File: src/rtl/iter_div_if.sv
// rtl/iter_div_if.sv - operand/result handshake bundle for the iterative divider
interface iter_div_if;
  logic        in_valid;
  logic        in_ready;
  logic        in_signed;
  logic [31:0] in_dividend;
  logic [31:0] in_divisor;
  logic        out_valid;
  logic        out_ready;
  logic [31:0] out_quotient;
  logic [31:0] out_remainder;

  modport master (
    output in_valid, in_signed, in_dividend, in_divisor, out_ready,
    input  in_ready, out_valid, out_quotient, out_remainder
  );

  modport slave (
    input  in_valid, in_signed, in_dividend, in_divisor, out_ready,
    output in_ready, out_valid, out_quotient, out_remainder
  );
endinterface

File: src/rtl/iter_div.sv
// rtl/iter_div.sv - radix-2 restoring 32-bit divider, one quotient bit per cycle
module iter_div (
  input  logic       clk,
  input  logic       reset,
  input  logic       cancel,
  iter_div_if.slave  dif
);

  typedef enum logic [1:0] {IDLE = 2'd0, BUSY = 2'd1, DONE = 2'd2} state_t;

  state_t      state_q, state_d;
  logic [31:0] quo_q;
  logic [31:0] rem_q;
  logic [31:0] divisor_q;
  logic [31:0] dividend_raw_q;
  logic        sign_q_q;
  logic        sign_r_q;
  logic        dbz_q;
  logic [4:0]  cnt_q;

  logic        accept;
  logic [31:0] dividend_mag;
  logic [31:0] divisor_mag;
  logic [32:0] partial;
  logic [32:0] sub;
  logic        ge;

  assign accept = (state_q == IDLE) && dif.in_valid && !cancel;

  assign dividend_mag = (dif.in_signed && dif.in_dividend[31]) ? -dif.in_dividend : dif.in_dividend;
  assign divisor_mag  = (dif.in_signed && dif.in_divisor[31])  ? -dif.in_divisor  : dif.in_divisor;

  // A partial with bit 32 set always exceeds the 32-bit divisor; otherwise
  // the borrow out of the 33-bit subtract decides.
  assign partial = {rem_q, quo_q[31]};
  assign sub     = partial - {1'b0, divisor_q};
  assign ge      = partial[32] | ~sub[32];

  always_ff @(posedge clk) begin
    if (reset) state_q <= IDLE;
    else       state_q <= state_d;
  end

  always_comb begin
    state_d = state_q;
    case (state_q)
      IDLE:    if (dif.in_valid)       state_d = BUSY;
      BUSY:    if (cnt_q == 5'd31)     state_d = DONE;
      DONE:    if (dif.out_ready)      state_d = IDLE;
      default:                         state_d = IDLE;
    endcase
    if (cancel) state_d = IDLE;
  end

  always_ff @(posedge clk) begin
    if (reset) begin
      quo_q          <= '0;
      rem_q          <= '0;
      divisor_q      <= '0;
      dividend_raw_q <= '0;
      sign_q_q       <= 1'b0;
      sign_r_q       <= 1'b0;
      dbz_q          <= 1'b0;
      cnt_q          <= '0;
    end else if (accept) begin
      quo_q          <= dividend_mag;
      rem_q          <= '0;
      divisor_q      <= divisor_mag;
      dividend_raw_q <= dif.in_dividend;
      sign_q_q       <= dif.in_signed & (dif.in_dividend[31] ^ dif.in_divisor[31]);
      sign_r_q       <= dif.in_signed & dif.in_dividend[31];
      dbz_q          <= (dif.in_divisor == 32'd0);
      cnt_q          <= '0;
    end else if (state_q == BUSY) begin
      quo_q <= {quo_q[30:0], ge};
      rem_q <= ge ? sub[31:0] : partial[31:0];
      cnt_q <= cnt_q + 5'd1;
    end
  end

  assign dif.in_ready  = (state_q == IDLE);
  assign dif.out_valid = (state_q == DONE);

  always_comb begin
    dif.out_quotient  = '0;
    dif.out_remainder = '0;
    if (state_q == DONE) begin
      if (dbz_q) begin
        dif.out_quotient  = 32'hFFFF_FFFF;
        dif.out_remainder = dividend_raw_q;
      end else begin
        dif.out_quotient  = sign_q_q ? -quo_q : quo_q;
        dif.out_remainder = sign_r_q ? -rem_q : rem_q;
      end
    end
  end

endmodule
File: src/flat_wrapper.sv
// flat-port wrapper written by rule: the top's interface ports become plain ports
module iter_div_flat 
  (clk, reset, cancel, dif_in_valid, dif_in_signed, dif_in_dividend, dif_in_divisor, dif_out_ready, dif_in_ready, dif_out_valid, dif_out_quotient, dif_out_remainder);
  iter_div_if dif_i ();
  input  logic clk;
  input  logic reset;
  input  logic cancel;
  input wire logic [$bits(dif_i.in_valid)-1:0] dif_in_valid;
  input wire logic [$bits(dif_i.in_signed)-1:0] dif_in_signed;
  input wire logic [$bits(dif_i.in_dividend)-1:0] dif_in_dividend;
  input wire logic [$bits(dif_i.in_divisor)-1:0] dif_in_divisor;
  input wire logic [$bits(dif_i.out_ready)-1:0] dif_out_ready;
  output wire logic [$bits(dif_i.in_ready)-1:0] dif_in_ready;
  output wire logic [$bits(dif_i.out_valid)-1:0] dif_out_valid;
  output wire logic [$bits(dif_i.out_quotient)-1:0] dif_out_quotient;
  output wire logic [$bits(dif_i.out_remainder)-1:0] dif_out_remainder;
  assign dif_i.in_valid = dif_in_valid;
  assign dif_i.in_signed = dif_in_signed;
  assign dif_i.in_dividend = dif_in_dividend;
  assign dif_i.in_divisor = dif_in_divisor;
  assign dif_i.out_ready = dif_out_ready;
  assign dif_in_ready = dif_i.in_ready;
  assign dif_out_valid = dif_i.out_valid;
  assign dif_out_quotient = dif_i.out_quotient;
  assign dif_out_remainder = dif_i.out_remainder;
  iter_div u_core (.clk(clk), .reset(reset), .cancel(cancel), .dif(dif_i));
endmodule
File: config.mk
export PLATFORM = sky130hd
export DESIGN_NAME = iter_div_flat
export DESIGN_NICKNAME = d
export VERILOG_FILES = /design/src/rtl/iter_div_if.sv /design/src/rtl/iter_div.sv /design/src/flat_wrapper.sv
export SDC_FILE = /design/constraint.sdc
export NUM_CORES = 1
export LEC_CHECK = 0
export BUFFER_PORTS_ARGS = -buffer_cell sky130_fd_sc_hd__buf_2
export CORE_ASPECT_RATIO = 1.5
export CORE_MARGIN = 1
export CORE_UTILIZATION = 30
export DETAILED_ROUTE_END_ITERATION = 10
export PLACE_DENSITY = 0.44
export REMOVE_ABC_BUFFERS = 1
export SETUP_SLACK_MARGIN = 0.2
export SYNTH_ARGS = -nofsm -noshare
export SYNTH_HDL_FRONTEND = slang
export SYNTH_SLANG_ARGS = --single-unit
File: constraint.sdc
create_clock -name clk -period 9.89 [get_ports clk]
set_clock_uncertainty 0.05 [all_clocks]
set_input_delay 1.4835 -clock clk [delete_from_list [all_inputs] [get_ports clk]]
set_output_delay 1.4835 -clock clk [all_outputs]
set_load 0.1 [all_outputs]
==> results.md, run 1 <==
Drt:
- The total wire length is 31600 um.
- The initial detailed-routing violation count is 471.
- The routed length per instance is 16.2 um.
- In the routed design, unresolved DRC markers number 5.
- The number of vias per cell after detailed routing is slightly above 5.
- The count of nets left with antenna violations after detail routing is 0.
- The final route contains between 9000 and 10000 vias.
- The number of iterations in the first detailed-routing pass is 10.

Die:
- around 140 I/O pins were placed.
- The core outline area is ~33000 um2.
- In this run the core area contains 82 standard-cell rows.
- In this run the horizontal extent of the chip is 153 um.
- The die covers about 35000 um2.
- From bottom edge to top edge, the die measures around 230 um.
- The initial standard-cell utilization of the core is a little under a third.

Timing:
- The share of the clock period used by the worst path is ~57%.
- Setup repair after global routing left no endpoint under its margin.
- The final-report setup violation count is 0.
- The final hold violation count is 0.
- The upper clock frequency limit is 178 MHz.
- After layout, the minimum clock period comes to 5.61 ns.
- Setup slack closes at approximately 4.3 ns.
- The worst pin sits at a relative slew slack of a little under a third.
- The max-slew violation total from the final report came to 0.
- The actual transition at the worst max-transition pin is ~1.0 ns.

Placement:
- Input and output buffers added on the ports amount to approximately 140.
- The placed instances occupy a cell area of around 11000 um2.
- Before CTS, the worst setup slack after placement is between 4 and 5 ns.
- The weighted congestion reported at the end of routability-driven placement is 0.828.
- Detailed placement finished with a half-perimeter wire length of between 20000 and 25000 um.

Logic synthesis:
- The register bit total from synthesis is about 140.
- The cell count after synthesis came out at ~1400.
- Of all cell types, the one taking the most synthesized area is dfxtp_1.
- The share of synthesized area in the top cell type comes to 27.0%.
- The number of synthesis warnings is 0.
- Sequential cells were found to cover between 20 and 30% of the synthesized design area.
- For this run, the leading register cell type out of synthesis is dfxtp_1.
- In this run the cell area of the synthesized design comes to just over 10000 um2.
- The mean cell area of the mapped netlist is slightly above 7 um2.
- The number of flops mapped to enable cells by yosys is 0.
- The fraction of registers with async set/reset is 0%.
- The netlist uses between 50 and 60 different library cells.
- After synthesis, the cell types taking the most area are dfxtp_1 27%, a21oi_1 8.1%, nor2_1 8.0%.

Hold path:
- The path class of the lowest-slack min-delay path is flip-flop to flip-flop.
- In this run the most critical hold path is launched from u_core.dividend_raw_q[10]$_SDFFE_PP0P_.
- The endpoint of the worst hold-timing path is u_core.dividend_raw_q[10]$_SDFFE_PP0P_.
- The depth of the worst hold-timing path is 2.

Critical path:
- The worst-path maximum fanout is 7.
- The worst register-to-register path ends at u_core.rem_q[25]$_SDFFE_PP0P_.
- STA classifies the critical path startpoint as a flip-flop.
- The depth of the most critical reg-to-reg path is 11.
- The worst flop-to-flop path startpoint is u_core.quo_q[31]$_SDFFE_PP0P_.
- In this run the register-to-register setup slack is 5.75 ns.
- The critical setup path kind is flip-flop to primary output.
- The data arrival time of the critical path is ~4.1 ns.
- STA classifies the critical path endpoint as a primary output.
- The required time at the endpoint of the critical path is roughly 8.4 ns.

CTS:
- At the later pin of the worst-skew pair, clock insertion delay measures approximately 0.45 ns.
- In this run, post-CTS hold repair placed 0 buffers.
- Clock-pin slew was measured on the worst setup and hold paths at ~0.060 ns.
- The post-CTS resize count is 0.
- The number of buffers on the longest clock path is 2.
- TritonCTS built the clock tree.
- Clock tree synthesis found a total of 138 sinks.
- The count of buffers added by post-CTS timing repair for setup is 0.
- Clock tree synthesis selected as its root buffer the cell clkbuf_16.
- The number of buffers inserted during clock tree synthesis is 17.
- The clock tree synthesis step divided the H-tree into 4 levels.

Layout:
- The leading cell type in the layout, fill and taps excluded is nor2_1.
- The repair_antennas step left the layout with diodes totalling 0.
- In the layout the commonest cells are 219 x nor2_1, 182 x nand2_1, 164 x a21oi_1, 137 x dfxtp_1, 134 x buf_2.
- The area growth from synthesis to layout is 15.3%.
- Once layout is complete, the utilization of the core stands at about a third.
- Cells with a size suffix above 1 make up between 10% and 20% of the layout.
- At the end of the flow, the number of nets in the layout was about 1600.
- After filler insertion, the fill cell instance count of the layout stands at 3621.
- The post-route cell area is between 10000 and 15000 um2.

Pwr:
- In this run the power density over the cells is around 150 nW/um2.
- For this design the static power due to leakage is around 4.8 nW.
- Across the VDD grid, the largest voltage drop is 0.0975 mV.

Run status:
- The final reports fail on design-rule violations.
- The flow ran to the end, but the final reports show violations.

Global route:
- Across every metal layer, demand over resource in global routing totals roughly 18%.
- The pin count of the biggest net entering global routing is 72.
- The global-route wire length before repair is 51200 um.
- The via count of the first global-routing pass is 9700.
- The total congestion overflow is 0.
- The initial antenna violation count is 0.

Run:
- The max-capacitance violation count is 0.
[Yosys cell counts (5+ instances only)]
cell       instances
nand2_1          182
nand2b_1          11
and3_1             9
a311oi_1          14
a2111oi_0          5
clkbuf_1          82
mux2i_1            9
nor4_1            16
o21bai_1           6
xor2_1            90
o31ai_1           31
buf_1             14
o41ai_1           15
or3_1             19
dfxtp_1          138
and2_1             5
a21oi_1          165
o211ai_1           8
inv_1             50
a21o_1            16
nand4_1            6
a31oi_1            7
a211oi_1          48
nor2b_1            7
xnor2_1           40
nor2_1           219
ha_1              38
o21ai_0           68
or4_1             14
nor3_1            42
nand3_1           14
o211a_1           12
[power breakdown]
group          switching [W]  internal (W)  total, W
registers          0.0000378      0.000589  0.000627
clock network       0.000253      0.000427  0.000680
logic               0.000276      0.000176  0.000452
total               0.000567       0.00119   0.00176
[worst max path at each step]
stage / start / end / slack [ns] / cells past startpoint
2_1_floorplan: cancel / u_core.rem_q[30]$_SDFFE_PP0P_ / -2.14 / 3
3_3_place_gp: u_core.rem_q[11]$_SDFFE_PP0P_ / dif_out_remainder[24] / 4.73 / 9
3_5_place_dp: u_core.rem_q[11]$_SDFFE_PP0P_ / dif_out_remainder[24] / 4.73 / 9
4_1_cts: u_core.rem_q[11]$_SDFFE_PP0P_ / dif_out_remainder[24] / 4.25 / 9
5_1_grt: u_core.rem_q[11]$_SDFFE_PP0P_ / dif_out_remainder[24] / 4.10 / 9
6_report: u_core.rem_q[11]$_SDFFE_PP0P_ / dif_out_remainder[24] / 4.28 / 9
[cell families (layout without fill, tap and decap cells)]
family,after synthesis,count (layout),synth area share (%)
simple gates,561,561,24.4
compound gates,423,423,26.2
mux,10,10,0.992
fa+ha+maj,39,39,4.85
flops,138,138,27.0
buf+inv,147,229,5.41
xor+xnor,130,130,11.1
[worst max-delay path: stages, from the launching register on]
cell and delay (ns):
dfxtp_1 0.37, or4_4 0.57, or3_4 0.36, or4_4 0.44, or3_4 0.39, or4_4 0.47
o21ai_0 0.24, xor2_1 0.10, a211oi_1 0.23, buf_2 0.46
[area by class of cell]
type                       instances  area (um2)  area share, %
clock inverter                     8         143           1.21
timing repair buffer             147         768           6.52
inverter                          50         188           1.59
tap                              420         526           4.46
sequential                       138        2760           23.5
clock buffer                      24         462           3.92
multi-input combinational       1163        6930           58.8
[per-stage QoR]
stage | hold slack, ns | power (W) | instances | TNS [ns]
floorplan | 0.377 | 0.000963 | 1351 | -108.62
finish | 0.405 | 0.00176 | 1950 | 0
CTS | 0.405 | 0.00178 | 1950 | 0
global placement | 0.393 | 0.00109 | 1918 | 0
global route | 0.421 | 0.00186 | 1950 | 0
detailed placement | 0.396 | 0.00110 | 1918 | 0
[routing by layer]
metal	vias to the layer above	routed length [um]	track usage, %
li1	5263	-	-
met1	4469	13700	20.7
met2	154	16500	34.9
met3	30	763	2.32
met4	0	744	6.91
met5	-	0	0
[registers in the layout (all words and copies together) (netlist names)]
register,cells
u_core.dividend_raw_q,32
u_core.divisor_q,32
u_core.quo_q,32
u_core.rem_q,32
u_core.cnt_q,5
u_core.state_q,2
u_core.dbz_q,1
u_core.sign_q_q,1
u_core.sign_r_q,1
(Power assumes the default switching activity.)
==> run 2: changes to the inputs <==
PLACE_DENSITY = 0.46   (was 0.44)
clock period = 4.9 ns   (was 9.89 ns; I/O delays follow)
==> results.md, run 2 (same netlist as run 1, synthesis figures left out) <==
Drt:
- The total wire length is 31800 um (was 31600 um).
- The count of vias placed by the detailed router is 10010 (was 9916).
- The number of iterations in the first detailed-routing pass is 10 (unchanged).
- The number of remaining DRC errors is 9 (was 5).
- The number of vias per cell after detailed routing was 5.11 (was 5.09).
- The initial detailed-routing violation count was 492 (was 471).
- The count of nets left with antenna violations after detail routing is 0 (unchanged).
- The routed length per instance is 16.2 um (about the same).

Timing:
- The final-report setup violation count came to 0 (unchanged).
- The upper clock frequency limit is roughly 220 MHz.
- The final hold violation count is 0 (unchanged).
- The max-slew violation total from the final report came to 0 (unchanged).
- Of the available clock period, the critical path in the final layout requires between 90% and 100%.
- The sum of negative setup slack is 0 ns (unchanged).
- The actual transition at the worst max-transition pin is 1.12 ns (was 1.05 ns).
- Unrepaired setup endpoints after global routing: yes (was no).
- The minimum clock period after layout is ~4.6 ns.
- The worst max-slew margin expressed relative to the limit was 25.0% (was 30.1%).

Critical path:
- The cell family with the largest share of critical-path delay is simple AND/OR/NAND/NOR gates (unchanged).
- The required time at the endpoint of the critical path is 4.12 ns (was 8.36 ns).
- The critical setup path kind is flip-flop to primary output (unchanged).
- The worst-path maximum fanout is 6 (was 7).
- The data arrival time of the critical path is 3.81 ns (was 4.08 ns).
- The type of origin of the critical path is a flip-flop (unchanged).
- The most common cell type on the critical path is or4_4 (unchanged).
- The critical path's largest stage delay came to 0.55 ns (was 0.57 ns).
- The sort of element at the end of the critical path is a primary output (unchanged).
- Cells traversed along the worst timing path: or4_4, or3_4, or4_4, or3_4, or4_4, o21ai_1, xor2_1, a211oi_2, buf_12 (was or4_4, or3_4, or4_4, or3_4, or4_4, o21ai_0, xor2_1, a211oi_1, buf_2).
- The number of buffers and inverters on the critical path was 1 (unchanged).
- The slowest cell on the critical path is or4_4 (unchanged).

Run:
- The max-capacitance violation count is 0 (unchanged).

Pwr:
- The share of power burned in registers is 35.9% (was 35.6%).
- The cell-internal power was 0.00238 W (was 0.00119 W).
- The post-layout total power is 0.00353 W (was 0.00176 W).
- The total power per unit cell area came to 296 nW/um2 (was 149 nW/um2).
- The maximum VDD drop is 0.151 mV (was 0.0975 mV).
- The portion of total power attributed to the clock network was 37.5% (was 38.7%).
- The switching portion of total power is 32.6% (was 32.2%).
- The combinational fraction of design power was 26.6% (was 25.7%).
- The switching power summed over all nets is 0.00115 W (was 0.000567 W).
- The reported leakage power is 4.86 nW (was 4.81 nW).

Layout:
- The final instance count without filler cells is 1959 (was 1950).
- The leading cell type in the layout, fill and taps excluded is nor2_1 (unchanged).
- The diode insertion count for antenna repair was 0 (unchanged).
- The final core utilization is 35.7% (was 35.2%).
- The post-route cell area was 11900 um2 (was 11800 um2).
- The layout net count is 1635 (was 1626).
- Commonest cells after routing, fill and taps aside: 219 x nor2_1, 182 x nand2_1, 164 x a21oi_1, 136 x dfxtp_1, 122 x buf_2 (was 219 x nor2_1, 182 x nand2_1, 164 x a21oi_1, 137 x dfxtp_1, 134 x buf_2).
- The area growth from synthesis to layout is 16.7% (was 15.3%).
- The fraction of layout cells with a size suffix above 1 is 13.4% (was 12.5%).
- The number of fill cells in the layout is 3662 (was 3621).

Run status:
- Violated checks: design-rule violations (unchanged).
- Outcome: finished, violations left (unchanged).

CTS:
- The TritonCTS clock tree is done (unchanged).
- The clock slew seen by the registers of the worst setup and hold paths is 0.06 ns (about the same).
- The number of buffers on the longest clock path was 2 (unchanged).
- The later-pin clock latency in the skew report is 0.45 ns (about the same).
- The clock root buffer master was clkbuf_16 (unchanged).
- The maximum level of the CTS H-tree is 4 (unchanged).
- The clock sink count came to 138 (unchanged).
- The total of hold buffers inserted after clock tree synthesis is 0 (unchanged).
- The number of buffers inserted during clock tree synthesis came to 17 (unchanged).

Placement:
- The weighted congestion reported at the end of routability-driven placement is 0.847 (was 0.828).
- The count of buffers inserted at the top-level ports was 135 (unchanged).
- The placed wire-length estimate after detailed placement is 24700 um (was 24000 um).
- The area after detailed placement is 11300 um2 (was 11200 um2).
- The total placed cells including tap cells is 1927 (was 1918).

Hold path:
- The path class of the lowest-slack min-delay path is flip-flop to flip-flop (unchanged).

Global route:
- The global-route wire length before repair came to 51800 um (was 51200 um).
- The overall global routing resource usage came to 18.7% (was 18.4%).
- The via count of the first global-routing pass is 9834 (was 9700).
- The initial antenna violation count is 0 (unchanged).
- The total congestion overflow is 0 (unchanged).
- The pin count of the biggest net entering global routing is 66 (was 72).

Die:
- The number of cell rows is 82 (unchanged).
- The total die area came to 34800 um2 (unchanged).
- The number of top-level pins is 136 (unchanged).
- The width of the die was 153 um (unchanged).
- The core outline area is 33400 um2 (unchanged).
- The die extent in y is 228 um (unchanged).
- The initial standard-cell utilization of the core is 30.6% (unchanged).
## run 2: cell count changes in the layout (fill, tap and decap cells not counted), sizes merged
cell	before	now
bufinv	4	2
clkbuf	24	29
buf	147	152
clkinv	3	4
## run 2: power groups by stage
stage | combinational [W] | clock, W | sequential, W
floorplan | 0.000676 | 0 | 0.00127
global placement | 0.000941 | 0 | 0.00129
detailed placement | 0.000943 | 0 | 0.00129
CTS | 0.000948 | 0.00136 | 0.00127
global route | 0.00106 | 0.00140 | 0.00128
finish | 0.000939 | 0.00132 | 0.00127
## run 2: path summary, 6_finish.rpt
check	from	to	slack, ns	cells past startpoint
setup / recovery	u_core.rem_q[12]$_SDFFE_PP0P_	dif_out_remainder[24]	0.31	9
hold reg to reg	u_core.dividend_raw_q[11]$_SDFFE_PP0P_	u_core.dividend_raw_q[11]$_SDFFE_PP0P_	0.41	2
setup reg to reg	u_core.quo_q[31]$_SDFFE_PP0P_	u_core.rem_q[27]$_SDFFE_PP0P_	1.23	11
hold / removal	u_core.dividend_raw_q[11]$_SDFFE_PP0P_	u_core.dividend_raw_q[11]$_SDFFE_PP0P_	0.41	2
## run 2: per-layer routing
| metal | track usage, % | wire length, um |
|---|---|---|
| met1 | 20.6 | 13200 |
| met3 | 2.64 | 978 |
| met5 | 0 | 0 |
| met4 | 7.39 | 789 |
| met2 | 35.5 | 16900 |
## run 2: layout make-up
| cell class | instances | area, um2 | area share [%] |
|---|---|---|---|
| Tap cell | 420 | 526 | 4.41 |
| Inverter | 50 | 188 | 1.57 |
| Sequential cell | 138 | 2770 | 23.2 |
| Clock inverter | 7 | 87.6 | 0.734 |
| Timing Repair Buffer | 156 | 913 | 7.66 |
| Clock buffer | 25 | 505 | 4.24 |
| Multi-Input combinational cell | 1163 | 6940 | 58.2 |
## run 2: worst reg2reg max path, delay by kind of cell (launching register included)
| family | cells | cell delay, ns |
|---|---|---|
| AOI/OAI and AO/OA | 6 | 2.05 |
| and+or+nand+nor | 3 | 0.58 |
| buffers and inverters | 1 | 0.23 |
| DFF | 1 | 0.42 |
| adders and majority gates | 1 | 0.28 |
## run 2: through the flow
step           worst slack (ns)  hold WS [ns]
2_1_floorplan             -6.38         0.377
3_3_place_gp              0.610         0.392
3_5_place_dp              0.571         0.397
4_1_cts                   0.172         0.408
5_1_grt                   0.149         0.423
6_report                  0.307         0.406
## run 2: repair_timing
item / in CTS / in global routing
setup endpoints to repair: 8 / 12
pin swaps: 0 / 1
buffers inserted: 0 / 0
resized for setup: 8 / 13
